**src/rtl/song_sequencer.sv**
```systemverilog
// song_sequencer: walks a synchronous song ROM and hands one {note, duration}
// entry at a time to the note player, waiting for the player's done pulse
// before fetching the next entry. Flags the end of each song.
//
// Build option: define SEQ_LOOP_EN to make a song repeat from entry 0 at its
// end (end marker or last index) instead of returning to IDLE. song_done
// still pulses on every end of song.
//
// Handshake: load_new_note is a one-cycle strobe with no ready. The note and
// duration outputs are stable in that cycle and hold until the next capture.
// note_done is a one-cycle completion pulse from the player. It is only
// honoured in PLAYING while play is high; everywhere else it is dropped.
module song_sequencer #(
  parameter int SONG_W = 2,
  parameter int IDX_W  = 5,
  parameter int NOTE_W = 6,
  parameter int DUR_W  = 6
) (
  input  logic                      clk,
  input  logic                      reset_n,
  input  logic                      play,
  input  logic [SONG_W-1:0]         song,
  output logic [SONG_W+IDX_W-1:0]   rom_addr,
  input  logic [NOTE_W+DUR_W-1:0]   rom_data,
  input  logic                      note_done,
  output logic [NOTE_W-1:0]         note_to_load,
  output logic [DUR_W-1:0]          duration_to_load,
  output logic                      load_new_note,
  output logic                      song_done,
  output logic [2:0]                o_dbg_state
);

  typedef enum logic [2:0] {
    S_IDLE    = 3'd0,
    S_FETCH   = 3'd1,
    S_RDATA   = 3'd2,
    S_LOAD    = 3'd3,
    S_PLAYING = 3'd4
  } state_t;

  localparam logic [IDX_W-1:0] IDX_ONE = {{(IDX_W-1){1'b0}}, 1'b1};

  state_t              r_state;
  state_t              w_next_state;
  logic                r_play_q;
  logic                r_armed;
  logic [SONG_W-1:0]   r_song_q;
  logic [IDX_W-1:0]    r_idx;
  logic [NOTE_W-1:0]   r_note;
  logic [DUR_W-1:0]    r_dur;

  logic                w_start;
  logic                w_song_chg;
  logic                w_last_idx;
  logic                w_end_marker;
  logic [NOTE_W-1:0]   w_rom_note;
  logic [DUR_W-1:0]    w_rom_dur;
  logic                w_latch_song;
  logic                w_idx_inc;
  logic                w_idx_clr;
  logic                w_capture;
  logic                w_song_done;

  assign w_rom_note   = rom_data[NOTE_W+DUR_W-1:DUR_W];
  assign w_rom_dur    = rom_data[DUR_W-1:0];
  assign w_end_marker = (w_rom_dur == '0);
  assign w_last_idx   = &r_idx;
  assign w_song_chg   = (song != r_song_q);
  // r_armed stays low until play has been seen low after reset, so a play
  // level held high across reset is not mistaken for a fresh rising edge.
  assign w_start      = play & ~r_play_q & r_armed;

  assign rom_addr         = {r_song_q, r_idx};
  assign note_to_load     = r_note;
  assign duration_to_load = r_dur;
  assign load_new_note    = (r_state == S_LOAD);
  assign song_done        = w_song_done;
  assign o_dbg_state      = r_state;

  // Play edge detector and post-reset arming.
  always_ff @(posedge clk or negedge reset_n) begin
    if (!reset_n) begin
      r_play_q <= 1'b0;
      r_armed  <= 1'b0;
    end else begin
      r_play_q <= play;
      if (!play) r_armed <= 1'b1;
    end
  end

  // State register.
  always_ff @(posedge clk or negedge reset_n) begin
    if (!reset_n) r_state <= S_IDLE;
    else          r_state <= w_next_state;
  end

  // Next-state and control decode; a song change outranks everything else
  // once a song is running.
  always_comb begin
    w_next_state = r_state;
    w_latch_song = 1'b0;
    w_idx_inc    = 1'b0;
    w_idx_clr    = 1'b0;
    w_capture    = 1'b0;
    w_song_done  = 1'b0;
    if (r_state != S_IDLE && w_song_chg) begin
      w_latch_song = 1'b1;
      w_next_state = S_FETCH;
    end else begin
      case (r_state)
        S_IDLE: begin
          if (w_start) begin
            w_latch_song = 1'b1;
            w_next_state = S_FETCH;
          end
        end
        S_FETCH: w_next_state = S_RDATA;
        S_RDATA: begin
          if (w_end_marker) begin
            w_song_done = 1'b1;
`ifdef SEQ_LOOP_EN
            w_idx_clr    = 1'b1;
            w_next_state = S_FETCH;
`else
            w_next_state = S_IDLE;
`endif
          end else begin
            w_capture    = 1'b1;
            w_next_state = S_LOAD;
          end
        end
        S_LOAD: w_next_state = S_PLAYING;
        S_PLAYING: begin
          if (note_done && play) begin
            if (w_last_idx) begin
              w_song_done = 1'b1;
`ifdef SEQ_LOOP_EN
              w_idx_clr    = 1'b1;
              w_next_state = S_FETCH;
`else
              w_next_state = S_IDLE;
`endif
            end else begin
              w_idx_inc    = 1'b1;
              w_next_state = S_FETCH;
            end
          end
        end
        default: w_next_state = S_IDLE;
      endcase
    end
  end

  // Song select and entry index that form the ROM address.
  always_ff @(posedge clk or negedge reset_n) begin
    if (!reset_n) begin
      r_song_q <= '0;
      r_idx    <= '0;
    end else if (w_latch_song) begin
      r_song_q <= song;
      r_idx    <= '0;
    end else if (w_idx_clr) begin
      r_idx <= '0;
    end else if (w_idx_inc) begin
      r_idx <= r_idx + IDX_ONE;
    end
  end

  // Note/duration holding registers for the player.
  always_ff @(posedge clk or negedge reset_n) begin
    if (!reset_n) begin
      r_note <= '0;
      r_dur  <= '0;
    end else if (w_capture) begin
      r_note <= w_rom_note;
      r_dur  <= w_rom_dur;
    end
  end

endmodule

```
**config.mk**
```make
export PLATFORM = sky130hd
export DESIGN_NAME = song_sequencer
export DESIGN_NICKNAME = d
export VERILOG_FILES = /design/src/rtl/song_sequencer.sv
export SDC_FILE = /design/constraint.sdc
export NUM_CORES = 1
export LEC_CHECK = 0
export ABC_AREA = 1
export CAP_MARGIN = 40
export CORE_ASPECT_RATIO = 1.2
export CORE_MARGIN = 3
export CORE_UTILIZATION = 46
export DETAILED_ROUTE_END_ITERATION = 10
export HOLD_SLACK_MARGIN = 0.08
export PLACE_DENSITY = 0.77
export SLEW_MARGIN = 20
export SYNTH_ARGS = -nofsm -noshare
export SYNTH_HDL_FRONTEND = slang
export SYNTH_SLANG_ARGS = --single-unit
```
**constraint.sdc**
```tcl
create_clock -name clk -period 2.19 [get_ports clk]
set_input_delay 0.3285 -clock clk [delete_from_list [all_inputs] [get_ports clk]]
set_output_delay 0.3285 -clock clk [all_outputs]
set_load 0.005 [all_outputs]
```
==> results.py, run 1 <==
metrics = {
    "final_layout": {
        "drive_gt1_share_pct": 25.4,
        "antennaDiodeCount": 0,
        "final_cell_area_um2": 1850,
        "syn_to_final_growth_pct": 37.8,
        "nets": 222,
    },
    "power": {
        "ir_drop_v": 0.000709,
        "total_power_mw": 1.95,
        "power_density_nw_per_um2": 1050,
        "p_leak_nw": 0.897,
    },
    "global_route": {
        "track_usage_pct": 17.7,
        "grt_max_degree": 25,
        "grt_pass1_wl_mm": 5.14,
        "grt_overflow": 0,
        "antenna_found_initial": 0,
        "grt_pass1_vias": 1201,
    },
    "place": {
        "hpwl_mm": 2.21,
        "finalWeightedCongestion": 0.786,
        "place_area_um2": 1800,
        "portBuffers": 41,
    },
    "synthesis": {
        "synth_fp_nets": 172,
        "ys_ff_latch": 24,
        "synth_top_area_share_pct": 44.7,
        "netlist_instances": 152,
        "yosys.cell_types.count": 23,
        "yosys_warnings": 0,
        "synth_top_cell_by_area": "dfrtp_1",
        "avgSynthCellArea_um2": 8.84,
        "seq_area_frac_synth_pct": 44.7,
        "synth_area_um2": 1340,
        "ys_top_cells_by_area": "dfrtp_1, nand2_4, nand2_1",
    },
    "clock_network": {
        "tritoncts": "built",
        "clock_sinks": 24,
        "htree_levels": 1,
        "root_buffer": "clkbuf_4",
        "holdBufCountCts": 0,
        "numCtsBuffers": 3,
        "clkTransAtPathRegs_ns": 0.13,
        "clockBufferDepth": 2,
        "insertion_delay_ns": 0.32,
    },
    "sta": {
        "final-setup-viol-count": 0,
        "worst_pin_slew_ns": 0.314,
        "min_period_over_period_pct": 91.9,
        "min_period_ns": 2.01,
        "slew_headroom_pct": 79.1,
        "fin_tns_setup_ns": 0,
        "grt_setup_unrepaired": "false",
        "drv_slew": 0,
        "finalHoldViolations": 0,
        "clock.fmax_mhz": 497,
        "skew_ns": 0.00699,
    },
    "worst_hold_path": {
        "hold_path.class": "in2async",
    },
    "critical_path": {
        "critPathRequiredTime_ns": 1.86,
        "rrSetupSlack_ns": 0.49,
        "critical_path_class": "reg2out",
        "worstRegToRegCells": 8,
        "cp-start-kind": "register",
        "worst_ep_arrival_time_ns": 1.68,
        "slowest_stage": "dfrtp_1",
        "endpoint_kind": "output pin",
        "path_buf_inv": 2,
        "cp_max_fo": 3,
        "worstReg2RegEnd": "r_idx[0]",
        "critPathTopFamily": "flip-flops",
        "r2r-start": "r_idx[0]",
        "path_cells": "ha_2 -> and3_1 -> ha_1 -> inv_2 -> nor3_2 -> o21a_1 -> clkbuf_2",
        "crit_path_max_incr_delay_ns": 0.42,
    },
    "detailed_routing": {
        "wl_per_cell_um": 12.2,
        "vias": 1144,
        "totalWireLength_mm": 2.86,
        "first_pass_iters": 4,
        "vias_per_cell": 4.89,
        "ant_nets": 0,
        "drc": 0,
        "drt-initial-drc-count": 30,
    },
    "job": {
        "cap_violations": 0,
    },
    "die": {
        "dieArea_um2": 3610,
        "rows": 20,
        "io_pins": 42,
        "start_util_pct": 50.7,
        "dieHeight_um": 65.2,
        "coreArea_um2": 2650,
        "die_w_um": 55.3,
    },
    "run_status": {
        "status": "complete, no violations",
    },
}
cell usage after synthesis (all sizes together):
cell type,count
a21oi,2
nor2,15
o21ai,4
nand3,21
dfrtp,24
buf,3
xor2,1
nand2,59
and3,1
o21a,1
nor3,2
inv,17
ha,2
layer usage:
metal	vias up	share of wire [%]	track usage (%)
met2	37	51	33.3
met4	0	1.9	6.69
met1	533	42	19.7
met3	4	5.6	3.14
met5	-	0	0
li1	570	-	-
through the flow:
| stage | setup WS [ns] | hold WS (ns) | util, % | std cells |
|---|---|---|---|---|
| after floorplan | 0.554 | 0.0329 | - | 152 |
| after global placement | 0.0831 | 0.451 | 67.8 | 228 |
| after detailed placement | 0.0708 | 0.463 | 67.8 | 228 |
| after CTS | 0.0165 | 0.356 | 69.7 | 233 |
| after global routing | 0.0810 | 0.376 | 69.8 | 234 |
| final | 0.178 | 0.358 | 69.8 | 234 |
worst reg2reg max path: cells and delay by family, from the launching register on:
| family | cells | cell delay, ns |
|---|---|---|
| buffers and inverters | 1 | 0.07 |
| adder cells (fa/ha/maj) | 2 | 0.37 |
| XOR/XNOR | 1 | 0.17 |
| flip-flops | 1 | 0.42 |
| AND/OR/NAND/NOR | 4 | 0.58 |
logic make-up after synthesis:
kind of cell | share of synthesized area, %
flops | 44.7
simple gates | 42.5
fa+ha+maj | 1.86
buf+inv | 7.54
compound gates | 2.79
xor+xnor | 0.652
sequential cells by signal (all words and copies together), names as in the netlist:
register	flops
duration_to_load	6
r_song_q	2
r_play_q	1
note_to_load	6
r_idx	5
r_armed	1
o_dbg_state	3
where the power goes:
group          switching [mW]  total (mW)  internal, mW  leakage [nW]
logic                   0.498       0.997         0.499         0.569
registers               0.143       0.723         0.580         0.308
clock network           0.128       0.230         0.102        0.0210
worst max path at each step:
| stage | startpoint | endpoint | slack [ns] | depth (start not counted) |
|---|---|---|---|---|
| 6_report | r_idx[0] | song_done | 0.18 | 7 |
| 5_1_grt | r_idx[0] | song_done | 0.08 | 7 |
| 4_1_cts | r_idx[0] | song_done | 0.02 | 7 |
| 3_5_place_dp | song[0] | song_done | 0.07 | 7 |
| 3_3_place_gp | song[0] | song_done | 0.08 | 7 |
| 2_1_floorplan | r_idx[0] | r_idx[0] | 0.55 | 8 |
layout make-up:
cell class / instances / area (um^2)
Clock buffer: 4 / 36.3
Fill cell: 221 / 801
Inverter: 17 / 66.3
Multi-Input combinational cell: 108 / 649
Sequential cell: 24 / 601
Tap cell: 33 / 41.3
Timing Repair Buffer: 48 / 458
what timing repair did:
| item | 4_1_cts | 5_1_grt |
|---|---|---|
| pin swaps | 1 | 1 |
| gates resized for setup | 4 | 2 |
| setup buffers | 1 | 1 |
| endpoints found under the setup margin | 1 | 1 |
cell usage in the layout (no fill, tap or decap), types with 3 or more instances in the layout:
| cell | instances |
|---|---|
| nand2_4 | 13 |
| o21ai_0 | 3 |
| buf_4 | 7 |
| inv_1 | 12 |
| nand2_1 | 31 |
| nand2_2 | 14 |
| clkdlybuf4s50_1 | 40 |
| inv_2 | 4 |
| nor2_1 | 12 |
| clkbuf_4 | 3 |
| dfrtp_1 | 24 |
| nand3_1 | 20 |
Power figures use the tool's default switching activity.
==> run 2: changes to the inputs <==
clock period = 2.2 ns   (was 2.19 ns; I/O delays follow)
==> run 2 against run 1 <==
Cell area is 0.74% higher. Clock power is 39% higher. Utilization is 0.52 points higher. Die area stayed put. Sequential share of layout area is 0.24 points lower. Critical endpoint unchanged. Sequential power hardly changed. Worst hold slack worse by 0.0018 ns. Clock skew is 0.0027 ns lower. Combinational power hardly changed. Largest cell class unchanged. Setup slack worse by 0.084 ns. Non-clock buffer count is 1 lower.
==> results.py, run 2 (synthesis gave the netlist of run 1 again) <==
metrics = {
    "run_status": {
        "status": "complete, no violations",
    },
    "final_layout": {
        "antennaDiodeCount": 0,
        "final_core_util_pct": 70.3,
        "fin_cells": 233,
        "syn_to_final_growth_pct": 38.8,
        "nets": 221,
        "final_cell_mix": "clkdlybuf4s50_1, nand2_1, dfrtp_1",
        "drive_gt1_share_pct": 24.5,
        "layout_commonest_cell": "clkdlybuf4s50_1",
    },
    "sta": {
        "final-setup-viol-count": 0,
        "slew_headroom_pct": 78.8,
        "clock.fmax_mhz": 475,
        "fin_tns_setup_ns": 0,
        "min_period_over_period_pct": 95.7,
        "worst_pin_slew_ns": 0.317,
        "grt_setup_unrepaired": "false",
        "skew_ns": 0.00431,
        "drv_slew": 0,
        "min_period_ns": 2.11,
        "finalHoldViolations": 0,
    },
    "clock_network": {
        "tritoncts": "built",
        "root_buffer": "clkbuf_4",
        "htree_levels": 1,
        "clock_sinks": 24,
        "insertion_delay_ns": 0.32,
        "numCtsBuffers": 3,
        "clockBufferDepth": 2,
        "clkTransAtPathRegs_ns": 0.13,
    },
    "die": {
        "dieHeight_um": 65.2,
        "die_w_um": 55.3,
        "dieArea_um2": 3610,
        "start_util_pct": 50.7,
        "coreArea_um2": 2650,
        "rows": 20,
        "io_pins": 42,
    },
    "critical_path": {
        "endpoint_kind": "output pin",
        "rrSetupSlack_ns": 0.41,
        "worst_ep_arrival_time_ns": 1.78,
        "cp_max_fo": 3,
        "critical_path_class": "reg2out",
        "cp-start-kind": "register",
        "r2r-start": "r_idx[0]",
        "worstRegToRegCells": 11,
        "critPathRequiredTime_ns": 1.87,
        "worstReg2RegEnd": "r_idx[2]",
    },
    "global_route": {
        "grt_pass1_vias": 1160,
        "track_usage_pct": 17.5,
        "grt_max_degree": 25,
        "grt_overflow": 0,
        "antenna_found_initial": 0,
        "grt_pass1_wl_mm": 5.20,
    },
    "place": {
        "finalWeightedCongestion": 0.785,
        "portBuffers": 41,
        "dp.cells": 227,
        "hpwl_mm": 2.27,
    },
    "job": {
        "cap_violations": 0,
    },
    "detailed_routing": {
        "first_pass_iters": 4,
        "drt-initial-drc-count": 34,
        "drc": 0,
        "vias": 1162,
        "wl_per_cell_um": 12.5,
        "totalWireLength_mm": 2.91,
        "vias_per_cell": 4.99,
        "ant_nets": 0,
    },
    "worst_hold_path": {
        "hold_path.class": "in2async",
    },
    "power": {
        "ir_drop_v": 0.000763,
        "p_leak_nw": 0.899,
        "power_density_nw_per_um2": 1100,
    },
}
## run 2: cell count changes in the layout (fill, tap and decap cells not counted), sizes merged
| cell | before | now |
|---|---|---|
| bufinv | 0 | 1 |
| clkdlybuf4s15 | 0 | 1 |
| clkbuf | 5 | 3 |
| buf | 7 | 6 |
## run 2: what timing repair did
action	4_1_cts	5_1_grt
resized for setup	3	2
hold buffers	0	0
buffers inserted	1	1
pin swaps	1	0
endpoints found under the setup margin	1	1
## run 2: report_power, final
group	internal [mW]	switching (mW)	leakage, nW
sequential	0.577	0.144	0.308
combinational	0.497	0.507	0.563
clock	0.184	0.135	0.0279
total	1.26	0.786	0.899
## run 2: layout make-up
class	count	area, um^2
inverter	17	66.3
fill	210	787
multi-input combinational	108	649
clock buffer	3	22.5
sequential	24	601
tap	33	41.3
clock inverter	1	30.0
timing repair buffer	47	455
## run 2: worst max-delay path, cell delays in order, from the launching register on
cell and delay, ns:
dfrtp_1 0.41, ha_2 0.19, and3_1 0.17, ha_1 0.18
inv_2 0.07, nor3_2 0.04, o21a_1 0.19, clkdlybuf4s15_1 0.20
## run 2: worst max path at each step
stage,from,to,slack (ns)
after floorplan,r_idx[0],r_idx[0],0.56
after global placement,rom_data[3],song_done,0.07
after detailed placement,song[0],song_done,0.07
after CTS,r_idx[0],song_done,0.007
after global routing,r_idx[0],song_done,0.02
final,r_idx[0],song_done,0.09
## run 2: through the flow
step	hold WS (ns)	total power [mW]	setup WS [ns]	instance area (um^2)
final	0.356	2.04	0.0938	1870
after global routing	0.389	2.19	0.0159	1870
after CTS	0.365	2.07	0.00694	1860
after detailed placement	0.463	1.75	0.0701	1790
after global placement	0.450	1.71	0.0698	1790
after floorplan	0.0344	1.33	0.564	1340
## run 2: routing by layer
layer / vias up / share of wire [%] / global-route usage [%]
met5: - / 0 / 0
met4: 0 / 0.72 / 2.74
met3: 3 / 4.9 / 2.95
met2: 38 / 50 / 32.5
met1: 545 / 44 / 21.5
li1: 576 / - / -
==> run 3: changes to the inputs <==
CTS_CLUSTER_SIZE = 24   (was not set)
==> results of run 3 <==
The final DEF is identical to that of run 2; final timing and power are the same.
